===== config.mk =====
export PLATFORM = sky130hd
export DESIGN_NAME = lsu_align_ctrl
export DESIGN_NICKNAME = d
export VERILOG_FILES = /design/src/rtl/lsu_pkg.sv /design/src/rtl/lsu_byte_lane.sv /design/src/rtl/lsu_align_ctrl.sv
export SDC_FILE = /design/constraint.sdc
export NUM_CORES = 1
export LEC_CHECK = 0
export BUFFER_PORTS_ARGS = -buffer_cell sky130_fd_sc_hd__clkbuf_2
export CAP_MARGIN = 10
export CELL_PAD_IN_SITES_DETAIL_PLACEMENT = 1
export CELL_PAD_IN_SITES_GLOBAL_PLACEMENT = 1
export CORE_MARGIN = 1.5
export CORE_UTILIZATION = 45
export DETAILED_ROUTE_END_ITERATION = 10
export GPL_ROUTABILITY_DRIVEN = 1
export GPL_TIMING_DRIVEN = 0
export PLACE_DENSITY_LB_ADDON = 0.1
export SLEW_MARGIN = 10
export SYNTH_ARGS = -nofsm -noshare
export SYNTH_HDL_FRONTEND = slang
export SYNTH_HIERARCHICAL = 1
export SYNTH_SLANG_ARGS = --single-unit
export TNS_END_PERCENT = 20

===== constraint.sdc =====
create_clock -name i_clk -period 5.8 [get_ports i_clk]
set_input_delay 1.16 -clock i_clk [delete_from_list [all_inputs] [get_ports i_clk]]
set_output_delay 1.16 -clock i_clk [all_outputs]
set_load 0.03 [all_outputs]

===== src/rtl/lsu_pkg.sv =====
// Shared types for the load/store alignment sequencer: access sizes, sequencer
// states and the size-to-byte-count helper.
package lsu_pkg;

   typedef enum logic [1:0] {
      SZ_B   = 2'b00,
      SZ_H   = 2'b01,
      SZ_W   = 2'b10,
      SZ_ILL = 2'b11
   } size_e;

   typedef enum logic [1:0] {
      IDLE = 2'b00,
      LD2  = 2'b01,
      ST2  = 2'b10
   } state_e;

   // Illegal size maps to zero bytes so it never produces a mask or a split.
   function automatic logic [2:0] size_to_nbytes(input size_e size);
      case (size)
         SZ_B:    size_to_nbytes = 3'd1;
         SZ_H:    size_to_nbytes = 3'd2;
         SZ_W:    size_to_nbytes = 3'd4;
         default: size_to_nbytes = 3'd0;
      endcase
   endfunction

endpackage


===== src/rtl/lsu_byte_lane.sv =====
// Byte-lane steering: builds the two-word byte-write mask and the shifted
// store data for an access at byte offset i_off.
module lsu_byte_lane
   import lsu_pkg::*;
(
   input  logic [1:0]  i_off,
   input  size_e       i_size,
   input  logic [31:0] i_wdata,
   output logic [7:0]  o_wmask8,
   output logic [63:0] o_wdata64
);

   logic [2:0] nbytes_s;
   logic [7:0] low_mask_s;

   // Mask of nbytes ones moved up to the byte offset; data follows the same shift.
   always_comb begin
      nbytes_s   = size_to_nbytes(i_size);
      low_mask_s = 8'hFF >> (4'd8 - {1'b0, nbytes_s});
      o_wmask8   = low_mask_s << i_off;
      o_wdata64  = {32'h0000_0000, i_wdata} << {i_off, 3'b000};
   end

endmodule


===== src/rtl/lsu_align_ctrl.sv =====
// Load/store sequencer: turns byte-addressed B/H/W accesses into word SRAM
// beats, splitting word-crossing accesses into two beats.
module lsu_align_ctrl
   import lsu_pkg::*;
#(
   parameter int ADDR_W = 16
) (
   input  logic              i_clk,
   input  logic              i_rst_n,
   input  logic              i_req_valid,
   output logic              o_req_ready,
   input  logic              i_req_we,
   input  logic [ADDR_W-1:0] i_req_addr,
   input  logic [1:0]        i_req_size,
   input  logic [31:0]       i_req_wdata,
   output logic              o_rsp_valid,
   output logic [31:0]       o_rsp_data,
   output logic              o_mem_en,
   output logic              o_mem_we,
   output logic [ADDR_W-3:0] o_mem_addr,
   output logic [31:0]       o_mem_wdata,
   output logic [3:0]        o_mem_bmask,
   input  logic [31:0]       i_mem_rdata
);

   localparam int WA_W = ADDR_W - 2;

   state_e          state_q, state_d;
   logic [WA_W-1:0] wa1_q, wa1_d;
   logic [1:0]      off_q, off_d;
   logic [31:0]     lo_q, lo_d;
   logic [31:0]     hi_wdata_q, hi_wdata_d;
   logic [3:0]      hi_mask_q, hi_mask_d;
   logic            split_q, split_d;
   logic            rsp_valid_q, rsp_valid_d;
   logic            ill_q, ill_d;

   size_e           size_s;
   logic [1:0]      off_s;
   logic [WA_W-1:0] wa_s;
   logic [2:0]      nbytes_s;
   logic            req_split_s;
   logic            accept_s;
   logic [7:0]      wmask8_s;
   logic [63:0]     wdata64_s;
   logic [63:0]     rsp_src_s;
   logic [63:0]     rsp_shift_s;

   assign size_s      = size_e'(i_req_size);
   assign off_s       = i_req_addr[1:0];
   assign wa_s        = i_req_addr[ADDR_W-1:2];
   assign nbytes_s    = size_to_nbytes(size_s);
   assign req_split_s = (({1'b0, off_s} + nbytes_s) > 3'd4);
   assign accept_s    = i_req_valid && o_req_ready;

   lsu_byte_lane u_byte_lane (
      .i_off     (off_s),
      .i_size    (size_s),
      .i_wdata   (i_req_wdata),
      .o_wmask8  (wmask8_s),
      .o_wdata64 (wdata64_s)
   );

   // State and beat/response bookkeeping registers.
   always_ff @(posedge i_clk or negedge i_rst_n) begin
      if (!i_rst_n) begin
         state_q     <= IDLE;
         wa1_q       <= '0;
         off_q       <= 2'b00;
         lo_q        <= 32'h0000_0000;
         hi_wdata_q  <= 32'h0000_0000;
         hi_mask_q   <= 4'b0000;
         split_q     <= 1'b0;
         rsp_valid_q <= 1'b0;
         ill_q       <= 1'b0;
      end else begin
         state_q     <= state_d;
         wa1_q       <= wa1_d;
         off_q       <= off_d;
         lo_q        <= lo_d;
         hi_wdata_q  <= hi_wdata_d;
         hi_mask_q   <= hi_mask_d;
         split_q     <= split_d;
         rsp_valid_q <= rsp_valid_d;
         ill_q       <= ill_d;
      end
   end

   // Next state; off_q only moves on accept, so a response leaving this cycle
   // is unaffected by a request accepted alongside it.
   always_comb begin
      state_d     = state_q;
      wa1_d       = wa1_q;
      off_d       = off_q;
      lo_d        = lo_q;
      hi_wdata_d  = hi_wdata_q;
      hi_mask_d   = hi_mask_q;
      split_d     = split_q;
      rsp_valid_d = 1'b0;
      ill_d       = 1'b0;
      case (state_q)
         IDLE: begin
            if (accept_s) begin
               off_d   = off_s;
               wa1_d   = wa_s + {{(WA_W-1){1'b0}}, 1'b1};
               split_d = 1'b0;
               if (size_s == SZ_ILL) begin
                  rsp_valid_d = !i_req_we;
                  ill_d       = 1'b1;
               end else if (req_split_s) begin
                  state_d    = i_req_we ? ST2 : LD2;
                  hi_mask_d  = wmask8_s[7:4];
                  hi_wdata_d = wdata64_s[63:32];
               end else begin
                  rsp_valid_d = !i_req_we;
               end
            end else begin
               state_d = IDLE;
            end
         end
         LD2: begin
            lo_d        = i_mem_rdata;
            split_d     = 1'b1;
            rsp_valid_d = 1'b1;
            state_d     = IDLE;
         end
         ST2: begin
            state_d = IDLE;
         end
         default: begin
            state_d = IDLE;
         end
      endcase
   end

   // SRAM strobes from the accepted request (beat 0) or the latched beat 1.
   always_comb begin
      o_req_ready = (state_q == IDLE) && i_rst_n;
      o_mem_en    = 1'b0;
      o_mem_we    = 1'b0;
      o_mem_addr  = '0;
      o_mem_wdata = 32'h0000_0000;
      o_mem_bmask = 4'b0000;
      case (state_q)
         IDLE: begin
            if (accept_s && (size_s != SZ_ILL)) begin
               o_mem_en    = 1'b1;
               o_mem_we    = i_req_we;
               o_mem_addr  = wa_s;
               o_mem_wdata = wdata64_s[31:0];
               o_mem_bmask = i_req_we ? wmask8_s[3:0] : 4'b0000;
            end else begin
               o_mem_en = 1'b0;
            end
         end
         LD2: begin
            o_mem_en   = 1'b1;
            o_mem_addr = wa1_q;
         end
         ST2: begin
            o_mem_en    = 1'b1;
            o_mem_we    = 1'b1;
            o_mem_addr  = wa1_q;
            o_mem_wdata = hi_wdata_q;
            o_mem_bmask = hi_mask_q;
         end
         default: begin
            o_mem_en = 1'b0;
         end
      endcase
   end

   // Response realignment; SRAM data arrives in the response cycle itself.
   always_comb begin
      rsp_src_s   = split_q ? {i_mem_rdata, lo_q} : {32'h0000_0000, i_mem_rdata};
      rsp_shift_s = rsp_src_s >> {off_q, 3'b000};
      o_rsp_valid = rsp_valid_q;
      if (rsp_valid_q && !ill_q) begin
         o_rsp_data = rsp_shift_s[31:0];
      end else begin
         o_rsp_data = 32'h0000_0000;
      end
   end

endmodule


==> results of run 1 <==
## per-stage QoR
| step | setup TNS (ns) | cell area, um2 | hold WS [ns] | util [%] |
|---|---|---|---|---|
| after floorplan | 0 | 6770 | 0.450 | - |
| after global placement | -13.95 | 7860 | 0.466 | 53.9 |
| after detailed placement | 0 | 7870 | 0.476 | 53.9 |
| after CTS | 0 | 8210 | 0.491 | 56.2 |
| after global routing | 0 | 8210 | 0.521 | 56.2 |
| final | 0 | 8210 | 0.488 | 56.2 |
## worst max-delay path by stage
stage,start,endpoint,cells after the start
after floorplan,i_req_size[0],o_mem_bmask[3],6
after global placement,i_rst_n,o_mem_addr[7],7
after detailed placement,i_rst_n,o_mem_addr[7],7
after CTS,i_rst_n,o_mem_addr[7],7
after global routing,i_rst_n,o_mem_addr[7],7
final,i_rst_n,o_mem_addr[7],7
## critical path: cells and delay by family
kind / cells / cell delay, ns
buffers and inverters: 3 / 1.33
AO/OA/AOI/OAI: 2 / 0.48
AND/OR/NAND/NOR: 2 / 0.52
## cell usage after synthesis, types with 2 or more instances
master and instances:
sky130_fd_sc_hd__inv_2 3, sky130_fd_sc_hd__o2bb2ai_1 19, sky130_fd_sc_hd__nand2_1 29, sky130_fd_sc_hd__buf_4 14
sky130_fd_sc_hd__buf_6 7, sky130_fd_sc_hd__inv_1 9, sky130_fd_sc_hd__nor2b_1 8, sky130_fd_sc_hd__xor2_1 2
sky130_fd_sc_hd__mux2_4 29, sky130_fd_sc_hd__and3_1 10, sky130_fd_sc_hd__o22a_1 7, sky130_fd_sc_hd__o21ba_2 6
sky130_fd_sc_hd__dfrtp_1 89, sky130_fd_sc_hd__a31oi_1 2, sky130_fd_sc_hd__mux2i_1 65, sky130_fd_sc_hd__nand4_1 2
sky130_fd_sc_hd__mux4_2 17, sky130_fd_sc_hd__nand3_1 4, sky130_fd_sc_hd__xnor2_1 10, sky130_fd_sc_hd__buf_2 7
sky130_fd_sc_hd__a21o_1 2, sky130_fd_sc_hd__a21oi_1 12, sky130_fd_sc_hd__o21ai_0 15, sky130_fd_sc_hd__nor3_1 4
sky130_fd_sc_hd__clkbuf_1 28, sky130_fd_sc_hd__nor2_1 78, sky130_fd_sc_hd__a22o_1 33, sky130_fd_sc_hd__a211oi_1 12
sky130_fd_sc_hd__clkbuf_2 2, sky130_fd_sc_hd__o21a_1 2, sky130_fd_sc_hd__nand2b_1 6, sky130_fd_sc_hd__and2_1 10
sky130_fd_sc_hd__a32o_1 3, sky130_fd_sc_hd__nor4_1 2, sky130_fd_sc_hd__mux2_2 50, sky130_fd_sc_hd__ha_1 9
sky130_fd_sc_hd__a22oi_1 21
## placed cells by master (no fill, tap or decap), drive strengths merged, types with 13 or more instances in the layout
cell	Yosys	layout
a21oi	13	13
a22o	33	33
a22oi	21	21
buf	31	31
clkbuf	30	212
dfrtp	89	89
inv	12	13
mux2	79	79
mux2i	65	65
mux4	17	17
nand2	29	29
nor2	79	79
o21ai	16	16
o2bb2ai	19	19
## area by class of cell
| cell class | count | share of cell area [%] |
|---|---|---|
| Buffer | 61 | 4.54 |
| Multi-Input combinational cell | 489 | 50.3 |
| Timing Repair Buffer | 171 | 10.5 |
| Clock inverter | 5 | 1.05 |
| Sequential cell | 89 | 27.1 |
| Inverter | 12 | 0.549 |
| Tap cell | 184 | 2.81 |
| Clock buffer | 11 | 3.08 |
## cell families after synthesis
group                    synth area share, %
multiplexers                            30.1
AND/OR/NAND/NOR                         11.1
AO/OA/AOI/OAI                           15.7
flip-flops                              33.0
buffers and inverters                   6.20
XOR/XNOR                                1.80
adder cells (fa/ha/maj)                 1.97
other                                 0.0556
## flip-flops by register name, indices dropped and copies added (netlist names)
| register | flops |
|---|---|
| o_rsp_valid | 1 |
| split_q | 1 |
| lo_q | 32 |
| ill_q | 1 |
| wa1_q | 14 |
| hi_wdata_q | 32 |
| off_q | 2 |
| state_q | 2 |
| hi_mask_q | 4 |
## power by group
group	internal, mW	total, mW	leakage, nW	switching, mW
clock network	0.405	0.676	0.166	0.272
logic	0.376	0.773	2.75	0.397
registers	0.800	0.916	1.12	0.116
## per-layer routing
layer | routed length (um) | vias up
li1 | - | 2730
met1 | 10400 | 3151
met2 | 11400 | 204
met3 | 1140 | 34
met4 | 497 | 0
met5 | 0 | -
==> impl_metrics.py, run 1 <==
metrics = {
    "synthesis": {
        "yosysTopAreaCell": "sky130_fd_sc_hd__dfrtp_1",
        "yosys_warnings": 6,
        "synthDistinctLibCells": 52,
        "synth_seq_cells": 89,
        "commonest_register_cell_after_synthesis": "sky130_fd_sc_hd__dfrtp_1",
        "synth_edf_count": 0,
        "postSynthCellCount": 643,
        "synth_area_leaders": "sky130_fd_sc_hd__dfrtp_1 (33%), sky130_fd_sc_hd__mux2i_1 (9.7%), sky130_fd_sc_hd__mux2_2 (8.4%)",
        "post_synth_instance_area_um2": 6740,
        "syn-mean-instance-area_um2": 10.5,
        "synthDominantCellAreaShare_pct": 33.0,
        "ys_seq_area_share_pct": 33.0,
        "async_flop_share_pct": 100,
    },
    "clocking": {
        "cts_num_sinks": 89,
        "post-cts-setup-buffer-count": 0,
        "hold_fix_buffers_cts": 0,
        "htree_num_levels": 3,
        "post_cts.resized_instances": 0,
        "cts_buffers": 9,
        "tritoncts": "yes",
        "worst_setup_hold_path_clk_slew_ns": 0.07,
        "clk_latency_ns": 0.35,
        "root_buffer_cell": "sky130_fd_sc_hd__clkbuf_16",
        "clock_tree.buffer_depth": 2,
    },
    "worst_setup_path": {
        "worst_path_largest_cell_delay_ns": 0.57,
        "required_ns": 4.64,
        "worstPathMaxFanout": 91,
        "worst-endpoint-arrival_ns": 3.59,
        "startpoint_to_endpoint_class_of_the_critical_path": "input pin to output pin",
        "setup.reg_to_reg.worst_slack_ns": 3.44,
        "worstRegToRegCells": 7,
        "critical_path.slowest_cell": "sky130_fd_sc_hd__clkbuf_8",
        "setup.worst_path.end_class": "output pin",
        "crit-reg2reg-capture": "hi_wdata_q[25]",
        "r2r-start": "state_q[1]",
        "path_cells": "clkbuf_8, nand3_2, a21oi_4, clkbuf_1, a22oi_1, nor2_1, clkbuf_2",
        "critical_path.startpoint_type": "input pin",
    },
    "floorplanning": {
        "initial_core_utilization_pct": 46.2,
        "chipHeight_um": 125,
        "fp.coreArea_um2": 14600,
        "num_io_pins": 172,
        "die_area_um2": 15700,
        "num_rows": 44,
        "die_width_um": 125,
    },
    "timing": {
        "maxClockFrequency_mhz": 210,
        "final-hold-violation-count": 0,
        "timing.slew.headroom_pct": 38.2,
        "fin_skew_ns": 0.00787,
        "timing_max_transition_violations_final": 0,
        "setup_viol": 0,
        "timing_worst_slew_pin_value_ns": 0.927,
        "post-route-period-util_pct": 81.9,
        "grt_setup_unrepaired": "no",
        "setup_ws_ns": 1.05,
        "period_needed_ns": 4.75,
    },
    "layout": {
        "final_nets": 929,
        "multiInputGateArea_um2": 4130,
        "proportion_of_layout_cells_with_a_drive_suffix_above_1_pct": 39.5,
        "synthToLayoutAreaGrowth_pct": 21.7,
        "ff_latch_area_um2": 2230,
        "instances_no_fill": 1022,
        "layout.filler_cells": 1674,
        "num_antenna_cells": 0,
    },
    "place": {
        "place.gp.congestion": 0.883,
        "dpl.cell_count": 1006,
        "hpwl_um": 16500,
        "dpl_worst_slack_ns": 1.01,
        "port_buffers": 171,
    },
    "grt": {
        "global_route.usage.met1_pct": 40.6,
        "pin_count_of_the_biggest_net_entering_global_routing": 92,
        "grt_antenna_before_repair": 0,
        "grtUsageMet3_pct": 4.11,
        "gr-max-usage-layer": "met2",
        "grt.total_usage_pct": 29.9,
        "use_met2_pct": 49.5,
        "grt-ovfl-total": 0,
        "grt_pass1_wl_um": 36900,
        "grt_pass1_vias": 6666,
    },
    "min_path": {
        "min_delay_path_depth": 2,
        "holdCritPathClass": "register to register",
        "hold_path.startpoint": "wa1_q[2]",
        "hold-path-endpoint": "wa1_q[2]",
    },
    "route": {
        "post_drt_via_cell_ratio": 5.99,
        "drt-pass1-iter-count": 5,
        "drt-wirelength-per-cell_um": 22.9,
        "detail_route.wirelength_um": 23400,
        "final_antenna_net_count": 0,
        "drt_drc_violations_left": 0,
        "vias": 6119,
        "drt-initial-drc-count": 375,
    },
    "power": {
        "finalPower_mw": 2.37,
        "power_density_nw_per_um2": 288,
        "worst_ir_drop_vdd_v": 0.000151,
        "total_leakage_power_nw": 4.04,
    },
    "status": {
        "status": "completed",
    },
    "job": {
        "drv_cap": 0,
    },
}
(Power assumes the default switching activity.)
==> run 2, diff against run 1 <==
--- a/config.mk
+++ b/config.mk
@@ -10,7 +10,7 @@
 export CELL_PAD_IN_SITES_DETAIL_PLACEMENT = 1
 export CELL_PAD_IN_SITES_GLOBAL_PLACEMENT = 1
 export CORE_MARGIN = 1.5
-export CORE_UTILIZATION = 45
+export CORE_UTILIZATION = 42
 export DETAILED_ROUTE_END_ITERATION = 10
 export GPL_ROUTABILITY_DRIVEN = 1
 export GPL_TIMING_DRIVEN = 0
==> constraint.sdc (replaced) <==
create_clock -name i_clk -period 5 [get_ports i_clk]
set_input_delay 1 -clock i_clk [delete_from_list [all_inputs] [get_ports i_clk]]
set_output_delay 1 -clock i_clk [all_outputs]
set_load 0.03 [all_outputs]
==> impl_metrics.py, run 2 (synthesized netlist as in run 1, its figures left out) <==
metrics = {
    "layout": {
        "final_cell_mix": "sky130_fd_sc_hd__clkbuf_2 (172), sky130_fd_sc_hd__dfrtp_1 (89), sky130_fd_sc_hd__nor2_1 (78)",
        "layout_commonest_cell": "sky130_fd_sc_hd__clkbuf_2",
        "final_core_util_pct": 52.2,
        "num_antenna_cells": 0,
        "proportion_of_layout_cells_with_a_drive_suffix_above_1_pct": 39.4,
        "reg.largest.list": "hi_wdata_q x32, lo_q x32, wa1_q x14",
        "final_nets": 929,
        "synthToLayoutAreaGrowth_pct": 22.0,
    },
    "clocking": {
        "clock_tree.buffer_depth": 2,
        "post-cts-setup-buffer-count": 0,
        "cts_num_sinks": 89,
        "cts_buffers": 9,
        "htree_num_levels": 3,
        "hold_fix_buffers_cts": 0,
        "tritoncts": "yes",
        "root_buffer_cell": "sky130_fd_sc_hd__clkbuf_16",
        "clk_latency_ns": 0.35,
        "post_cts.resized_instances": 0,
        "worst_setup_hold_path_clk_slew_ns": 0.07,
    },
    "min_path": {
        "holdCritPathClass": "register to register",
        "hold-path-endpoint": "wa1_q[10]",
        "hold_path.startpoint": "wa1_q[10]",
        "min_delay_path_depth": 2,
    },
    "power": {
        "power.share.sequential_pct": 39.5,
        "power.net_switching_mw": 0.893,
        "power.clock.fraction_pct": 27.6,
        "worst_ir_drop_vdd_v": 0.000194,
        "combinationalPowerShare_pct": 33.0,
        "total_leakage_power_nw": 4.02,
        "power_density_nw_per_um2": 328,
        "switching_share_pct": 33.1,
        "internal_power_mw": 1.80,
    },
    "worst_setup_path": {
        "r2r-start": "state_q[0]",
        "path_cells": "clkbuf_8, nand3_2, a21oi_4, clkbuf_1, a22oi_1, nor2_1, clkbuf_2",
        "worstPathMaxFanout": 91,
        "critical-path-top-delay-family": "buffers and inverters",
        "critical_path.startpoint_type": "input pin",
        "worst_path_largest_cell_delay_ns": 0.56,
        "crit_path_depth": 7,
        "crit-reg2reg-capture": "hi_wdata_q[27]",
        "cp_num_buf_inv": 3,
        "critical_path.slowest_cell": "sky130_fd_sc_hd__clkbuf_8",
        "worst-endpoint-arrival_ns": 3.32,
        "worstRegToRegCells": 7,
        "required_ns": 4.00,
        "setup.worst_path.end_class": "output pin",
        "startpoint_to_endpoint_class_of_the_critical_path": "input pin to output pin",
        "setup.reg_to_reg.worst_slack_ns": 2.72,
    },
    "route": {
        "drt-wirelength-per-cell_um": 21.9,
        "drt-pass1-iter-count": 4,
        "detail_route.wirelength_um": 23100,
        "drt_drc_violations_left": 0,
        "final_antenna_net_count": 0,
        "wire_length_on_met2_um": 11700,
        "highest-signal-layer": "met4",
        "met3WireLength_um": 1030,
        "route.layer.met1.wl_um": 9780,
        "vias": 6087,
        "post_drt_via_cell_ratio": 5.78,
        "drt-initial-drc-count": 265,
    },
    "grt": {
        "grt.total_usage_pct": 28.1,
        "grt_antenna_before_repair": 0,
        "grt-ovfl-total": 0,
        "pin_count_of_the_biggest_net_entering_global_routing": 92,
        "grt_pass1_vias": 6477,
        "grt_pass1_wl_um": 36000,
    },
    "timing": {
        "grt_setup_unrepaired": "no",
        "timing_worst_slew_pin_value_ns": 0.884,
        "timing.slew.headroom_pct": 41.1,
        "post-route-period-util_pct": 86.4,
        "fin_skew_ns": 0.00718,
        "setup_ws_ns": 0.682,
        "maxClockFrequency_mhz": 232,
        "period_needed_ns": 4.32,
        "final-hold-violation-count": 0,
        "setup_viol": 0,
        "timing_max_transition_violations_final": 0,
    },
    "floorplanning": {
        "num_rows": 46,
        "die_area_um2": 16800,
        "num_io_pins": 172,
        "die_width_um": 130,
        "chipHeight_um": 130,
        "fp.coreArea_um2": 15800,
        "initial_core_utilization_pct": 42.7,
    },
    "job": {
        "drv_cap": 0,
    },
    "place": {
        "dpl_worst_slack_ns": 0.617,
        "place.gp.congestion": 0.911,
        "hpwl_um": 16700,
        "port_buffers": 171,
    },
    "status": {
        "status": "completed",
    },
}
[run 2: cell types whose count changed in the layout (fill, tap and decap cells not counted)]
cell	previous run	this run
sky130_fd_sc_hd__clkinvlp_4	0	3
sky130_fd_sc_hd__clkbuf_8	3	1
sky130_fd_sc_hd__clkinv_4	2	0
sky130_fd_sc_hd__clkbuf_1	28	29
[run 2: layer usage]
layer  vias up  track usage, %
li1       2725               -
met1      3098            36.0
met2       218            48.5
met3        46            3.32
met4         0            11.3
met5         -               0
[run 2: through the flow]
stage	std cells	hold WS [ns]	setup TNS, ns	area [um2]	total power [mW]
2_1_floorplan	651	0.450	0	6770	1.67
3_3_place_gp	1038	0.465	-36.45	7900	1.91
3_5_place_dp	1038	0.475	0	7910	1.96
4_1_cts	1054	0.500	0	8230	2.72
5_1_grt	1054	0.528	0	8230	2.83
6_report	1054	0.497	0	8230	2.70
[run 2: cell type report]
| cell class | count | area, um2 |
|---|---|---|
| repair buffers | 171 | 865 |
| inverters | 12 | 45.0 |
| multi-input cells | 489 | 4130 |
| clock inverters | 6 | 91.3 |
| fillers | 1851 | 7540 |
| well taps | 216 | 270 |
| plain buffers | 61 | 373 |
| clock buffers | 10 | 229 |
| flip-flops and latches | 89 | 2230 |
[run 2: worst max-delay path by stage]
stage          slack, ns     startpoint              to
3_3_place_gp       -0.81        i_rst_n  o_mem_addr[12]
4_1_cts             0.61        i_rst_n  o_mem_addr[12]
6_report            0.68        i_rst_n   o_mem_addr[3]
5_1_grt             0.41        i_rst_n   o_mem_addr[3]
3_5_place_dp        0.62        i_rst_n  o_mem_addr[12]
2_1_floorplan       1.56  i_req_size[0]  o_mem_bmask[3]
[run 2: worst register-to-register path, cell delays in order, from the launching register on]
cell and delay, ns:
sky130_fd_sc_hd__dfrtp_1 0.42, sky130_fd_sc_hd__inv_1 0.10, sky130_fd_sc_hd__ha_1 0.27, sky130_fd_sc_hd__nand3_2 0.26, sky130_fd_sc_hd__a21oi_4 0.32, sky130_fd_sc_hd__nand3_4 0.24
sky130_fd_sc_hd__buf_6 0.25, sky130_fd_sc_hd__mux2_4 0.31
[run 2: power by group through the flow]
stage	Clock (mW)	Combinational, mW	Sequential (mW)
4_1_cts	0.767	0.889	1.06
6_report	0.744	0.889	1.06
2_1_floorplan	0	0.646	1.02
3_5_place_dp	0	0.885	1.07
5_1_grt	0.790	0.952	1.09
3_3_place_gp	0	0.858	1.06
